===== config.mk =====
export PLATFORM = sky130hd
export DESIGN_NAME = tri_stream_collector
export DESIGN_NICKNAME = d
export VERILOG_FILES = /design/src/rtl/tri_stream_collector.sv
export SDC_FILE = /design/constraint.sdc
export NUM_CORES = 2
export LEC_CHECK = 0
export BUFFER_PORTS_ARGS = -buffer_cell sky130_fd_sc_hd__buf_2
export CAP_MARGIN = 25
export CORE_MARGIN = 2
export CORE_UTILIZATION = 55
export DETAILED_ROUTE_END_ITERATION = 8
export MAX_ROUTING_LAYER = met4
export PLACE_DENSITY = 0.83
export REMOVE_ABC_BUFFERS = 1
export SLEW_MARGIN = 5
export SYNTH_ARGS = -nofsm -noshare
export SYNTH_HDL_FRONTEND = slang
export SYNTH_SLANG_ARGS = --single-unit

===== constraint.sdc =====
create_clock -name clk_in -period 39.5 [get_ports clk_in]
set_clock_uncertainty 0.2 [all_clocks]
set_input_delay 3.95 -clock clk_in [delete_from_list [all_inputs] [get_ports clk_in]]
set_output_delay 3.95 -clock clk_in [all_outputs]
set_load 0.05 [all_outputs]

===== src/rtl/tri_stream_collector.sv =====
// Groups the incoming vertex stream into triangles and queues them for the rasterizer.
// Handles overflow when the FIFO is full and frames that end on a partial triangle.
module tri_stream_collector #(
  parameter int DEPTH   = 8,
  parameter int COORD_W = 32,
  parameter int COLOR_W = 24,
  parameter int CNT_W   = 16
) (
  input  logic                   clk_in,
  input  logic                   rst_in,
  input  logic                   valid_in,
  input  logic [COORD_W-1:0]     vertex_x,
  input  logic [COORD_W-1:0]     vertex_y,
  input  logic [COORD_W-1:0]     vertex_z,
  input  logic [COLOR_W-1:0]     color_in,
  input  logic                   last_in,
  output logic                   tri_valid_out,
  input  logic                   tri_ready_in,
  output logic [3*COORD_W-1:0]   tri_x_out,
  output logic [3*COORD_W-1:0]   tri_y_out,
  output logic [3*COORD_W-1:0]   tri_z_out,
  output logic [COLOR_W-1:0]     tri_color_out,
  output logic                   tri_last_out,
  output logic [$clog2(DEPTH):0] fill_out,
  output logic                   frame_done_out,
  output logic [CNT_W-1:0]       tri_count_out,
  output logic                   overflow_out,
  output logic                   malformed_out
);

  // state | meaning
  // S_V0  | waiting for vertex 0 of a triangle
  // S_V1  | vertex 0 staged, waiting for vertex 1
  // S_V2  | vertices 0 and 1 staged, next vertex completes the triangle
  typedef enum logic [1:0] {S_V0, S_V1, S_V2} idx_e;

  localparam int AW = (DEPTH > 1) ? $clog2(DEPTH) : 1;
  localparam int FW = $clog2(DEPTH) + 1;
  localparam int TW = 3 * COORD_W;

  idx_e idx_q, idx_d;

  logic [COORD_W-1:0] x0_q, y0_q, z0_q, x1_q, y1_q, z1_q;
  logic [COLOR_W-1:0] c0_q;

  logic [TW-1:0]      x_mem [DEPTH];
  logic [TW-1:0]      y_mem [DEPTH];
  logic [TW-1:0]      z_mem [DEPTH];
  logic [COLOR_W-1:0] c_mem [DEPTH];
  logic               l_mem [DEPTH];

  logic [AW-1:0]    wr_ptr_q, rd_ptr_q;
  logic [FW-1:0]    fill_q, fill_d;
  logic [CNT_W-1:0] cnt_q, cnt_d, cnt_inc;
  logic [CNT_W-1:0] tri_count_q, tri_count_d;
  logic             done_q, ovf_q, mal_q;

  logic push_req, push_ok, pop, full, eof;

  always_ff @(posedge clk_in) begin
    if (rst_in) idx_q <= S_V0;
    else        idx_q <= idx_d;
  end

  always_comb begin
    idx_d    = idx_q;
    push_req = 1'b0;
    if (valid_in) begin
      case (idx_q)
        S_V0:    idx_d = S_V1;
        S_V1:    idx_d = S_V2;
        S_V2: begin
          idx_d    = S_V0;
          push_req = 1'b1;
        end
        default: idx_d = S_V0;
      endcase
      // An early last abandons whatever is staged.
      if (last_in) idx_d = S_V0;
    end
  end

  assign full    = (fill_q == FW'(DEPTH));
  assign pop     = tri_valid_out && tri_ready_in;
  assign push_ok = push_req && (!full || pop);
  assign eof     = valid_in && last_in;
  assign cnt_inc = (push_ok && (cnt_q != '1)) ? cnt_q + CNT_W'(1) : cnt_q;

  always_comb begin
    fill_d = fill_q;
    case ({push_ok, pop})
      2'b10:   fill_d = fill_q + FW'(1);
      2'b01:   fill_d = fill_q - FW'(1);
      default: fill_d = fill_q;
    endcase
    cnt_d       = eof ? '0 : cnt_inc;
    tri_count_d = eof ? cnt_inc : tri_count_q;
  end

  always_ff @(posedge clk_in) begin
    if (rst_in) begin
      x0_q <= '0; y0_q <= '0; z0_q <= '0;
      x1_q <= '0; y1_q <= '0; z1_q <= '0;
      c0_q <= '0;
    end else if (valid_in && idx_q == S_V0) begin
      x0_q <= vertex_x; y0_q <= vertex_y; z0_q <= vertex_z;
      c0_q <= color_in;
    end else if (valid_in && idx_q == S_V1) begin
      x1_q <= vertex_x; y1_q <= vertex_y; z1_q <= vertex_z;
    end
  end

  // Storage array is not reset; the head fields are masked while empty.
  always_ff @(posedge clk_in) begin
    if (push_ok) begin
      x_mem[wr_ptr_q] <= {vertex_x, x1_q, x0_q};
      y_mem[wr_ptr_q] <= {vertex_y, y1_q, y0_q};
      z_mem[wr_ptr_q] <= {vertex_z, z1_q, z0_q};
      c_mem[wr_ptr_q] <= c0_q;
      l_mem[wr_ptr_q] <= last_in;
    end
  end

  always_ff @(posedge clk_in) begin
    if (rst_in) begin
      wr_ptr_q    <= '0;
      rd_ptr_q    <= '0;
      fill_q      <= '0;
      cnt_q       <= '0;
      tri_count_q <= '0;
      done_q      <= 1'b0;
      ovf_q       <= 1'b0;
      mal_q       <= 1'b0;
    end else begin
      if (push_ok) wr_ptr_q <= wr_ptr_q + AW'(1);
      if (pop)     rd_ptr_q <= rd_ptr_q + AW'(1);
      fill_q      <= fill_d;
      cnt_q       <= cnt_d;
      tri_count_q <= tri_count_d;
      done_q      <= eof;
      if (push_req && !push_ok)            ovf_q <= 1'b1;
      if (eof && idx_q != S_V2)            mal_q <= 1'b1;
    end
  end

  assign tri_valid_out  = (fill_q != '0);
  assign tri_x_out      = tri_valid_out ? x_mem[rd_ptr_q] : '0;
  assign tri_y_out      = tri_valid_out ? y_mem[rd_ptr_q] : '0;
  assign tri_z_out      = tri_valid_out ? z_mem[rd_ptr_q] : '0;
  assign tri_color_out  = tri_valid_out ? c_mem[rd_ptr_q] : '0;
  assign tri_last_out   = tri_valid_out ? l_mem[rd_ptr_q] : 1'b0;
  assign fill_out       = fill_q;
  assign frame_done_out = done_q;
  assign tri_count_out  = tri_count_q;
  assign overflow_out   = ovf_q;
  assign malformed_out  = mal_q;

endmodule


==> results_dict.tcl <==
set metrics [dict create \
    cts-hold-fix-buffers 0 \
    drc 0 \
    die_y_um 439 \
    max-cap-violations 0 \
    tns_ps 0 \
    synthFlopType "edfxtp_1" \
    grt_max_degree 131 \
    ys_seq_elements 2770 \
    ioPinCount 462 \
    yosysUniqueCellTypes 50 \
    cts_max_level 5 \
    finalHoldViolCount 0 \
    grt.total_usage_pct 25.9 \
    clock_latency_ps 930 \
    ys_seq_area_share_pct 77.4 \
    postCtsSetupBuffers 0 \
    yosysTopAreaCellShare_pct 72.2 \
    numPortBuffers 461 \
    vias 52900 \
    antenna_found_initial 27 \
    grt_pass1_wl_um 357000 \
    fillers 12000 \
    cp.arrival_ps 8300 \
    yosysWarnings 0 \
    synth_edf_count 2504 \
    max_freq_ghz 0.0803 \
    nets 5829 \
    area_delta_synth_final_pct 14.0 \
    relSlewSlack_pct 11.0 \
    wl_um 245000 \
    cts-resized-gates 0 \
    path_cells "buf_4 > buf_4 > buf_4 > buf_4 > buf_4 > buf_4 > mux4_2 > mux2i_1 > nor2_1 > buf_2" \
    clk_pin_slew_worst_paths_ps 60 \
    clock_path_buffers 4 \
    status "finished clean" \
    core_mm2 0.188 \
    syn_area_mm2 0.104 \
    hold_class "flip-flop to flip-flop" \
    drive_above_1_share_pct 27.3 \
    cts-root-buf "clkbuf_16" \
    grt-ovfl-total 0 \
    netlist_instances 5152 \
    ys_top_cells_by_area "edfxtp_1, mux4_2, dfxtp_1" \
    leakage_uw 0.0383 \
    tightest_slew_ps 1330 \
    dpl.hpwl_um 120000 \
    first_pass_iters 7 \
    fin_crit_ps 12450 \
    seq_area_mm2 0.0805 \
    p_total_uw 7670 \
    cts_tree "built" \
    wl_per_cell_um 29.1 \
    critPathKind "flip-flop to output pin" \
    rsz0062_at_grt "false" \
    crit_required_ps 35350 \
    crit_path_end_kind "output pin" \
    syn_area_per_cell_um2 20.2 \
    first_global_vias 54900 \
    critPathMaxStageDelay_ps 950 \
    gp_congestion 0.764 \
    drt-initial-drc-count 6310 \
    worst-path-max-fanout 65 \
    ant_nets 0 \
    num_rows 159 \
    die_width_um 439 \
    fp.dieArea_mm2 0.193 \
    via_per_inst 6.28 \
    finalCritPeriodShare_pct 31.5 \
    crit_path_frequent_cell "buf_4" \
    startpoint_type "flip-flop" \
    fin_hold_ws_ps 250 \
    multi_input_area_mm2 0.0223 \
    initial_core_util_pct 55.4 \
    power_density_mw_per_mm2 64.7 \
    cts_sinks 2770 \
    numCtsBuffers 287 \
    async_reset_ff_share_pct 0 \
    yosysTopAreaCell "edfxtp_1" \
    slew_violations 0 \
    setup_viol 0 \
    ir_worst_vdd_mv 0.0701 \
    slowest_stage "dfxtp_4" \
]
-- Yosys cell counts (all sizes together) (2+ instances only) --
library cell and count:
inv 8, nor4b 2, nand2 461, or3 2
edfxtp 2504, nand3b 2, nor3 9, ha 5
nand3 10, o211ai 2, clkbuf 144, nor4 7
nor3b 3, and4 2, xor2 7, nor2b 3
mux2i 316, o21ai 17, or2 3, and2 2
nor2 344, and3 2, xnor2 14, dfxtp 266
mux4 626, a21o 2, nand2b 3, a21oi 224
buf 148, nand4 5
-- layout by cell type (no fill, tap or decap), types with 7 or more instances in the layout --
cell	instances
a21oi_1	223
buf_12	18
buf_2	460
buf_4	64
bufinv_16	24
clkbuf_1	59
clkbuf_16	297
clkbuf_8	23
clkinv_1	31
clkinv_2	35
clkinv_4	9
clkinvlp_4	13
dfxtp_1	263
diode_2	21
edfxtp_1	2504
inv_6	10
mux2i_1	316
mux4_2	626
nand2_1	460
nand3_1	9
nor2_1	342
o21ai_1	13
xnor2_1	14
xor2_1	7
-- per-layer routing --
layer  routed length [um]  vias up  GRT usage [%]
met5                    0        -              -
met3                20800      563           4.65
met1                91000    27500           33.5
met4                10400        0           11.0
li1                     -    21700              -
met2               123000     3186           40.9
-- worst max-delay path: cells and delay by family (launching register included) --
family	cells	cell delay, ps
flops	1	950
mux	2	420
simple gates	1	330
buf+inv	7	5380
-- worst paths after layout --
kind	from	endpoint	slack [ps]	cells after the start
setup / recovery	flip-flop	tri_z_out[38]	27050	10
hold / removal	tri_count_out[10]	tri_count_out[10]	250	2
hold reg to reg	tri_count_out[10]	tri_count_out[10]	250	2
setup reg to reg	fill_out[0]	x_mem[1][45]	34140	8
-- where the power goes --
group,switching (uW),internal [uW],leakage [uW]
logic,1260,501,0.00823
registers,35.8,3200,0.0255
clock network,1100,1580,0.00451
-- kinds of logic (layout without fill, tap and decap cells) --
logic type / count (synthesis) / after routing / synth area share, %
adders and majority gates: 6 / 6 / 0.0793
buffers and inverters: 300 / 1059 / 1.26
DFF: 2770 / 2770 / 77.4
xor gates and xnor gates: 21 / 21 / 0.177
other: 0 / 21 / 0
and+or+nand+nor: 862 / 862 / 3.27
AOI/OAI and AO/OA: 251 / 251 / 1.26
muxes: 942 / 942 / 16.6
-- per-stage QoR --
stage                     std cells  cell area, um^2  utilization (%)  setup slack, ps
final                          8427           119000             63.1            27050
after global routing           8427           119000             63.1            26710
after CTS                      8400           118000             63.0            26900
after detailed placement       7898           109000             58.1            27950
after global placement         7897           109000             58.0            27970
after floorplan                4860           103000                -             1310
-- area by class of cell --
type | instances | area share [%]
Sequential cell | 2770 | 67.9
Multi-Input combinational cell | 2082 | 18.8
Clock buffer | 379 | 6.72
Timing Repair Buffer | 549 | 2.80
Tap cell | 2495 | 2.63
Clock inverter | 123 | 1.08
Antenna cell | 21 | 0.0443
Inverter | 8 | 0.0253
-- flip-flops by register name (all words and copies together) (netlist names), 4 cells and up, named ones only --
name           flops
z1_q              32
x_mem            768
cnt_q             16
l_mem              8
y_mem            768
z0_q              32
z_mem            768
fill_out           4
x0_q              32
y1_q              32
x1_q              32
c0_q              24
c_mem            192
tri_count_out     16
y0_q              32
No activity file was read; power rests on OpenSTA's default activity.
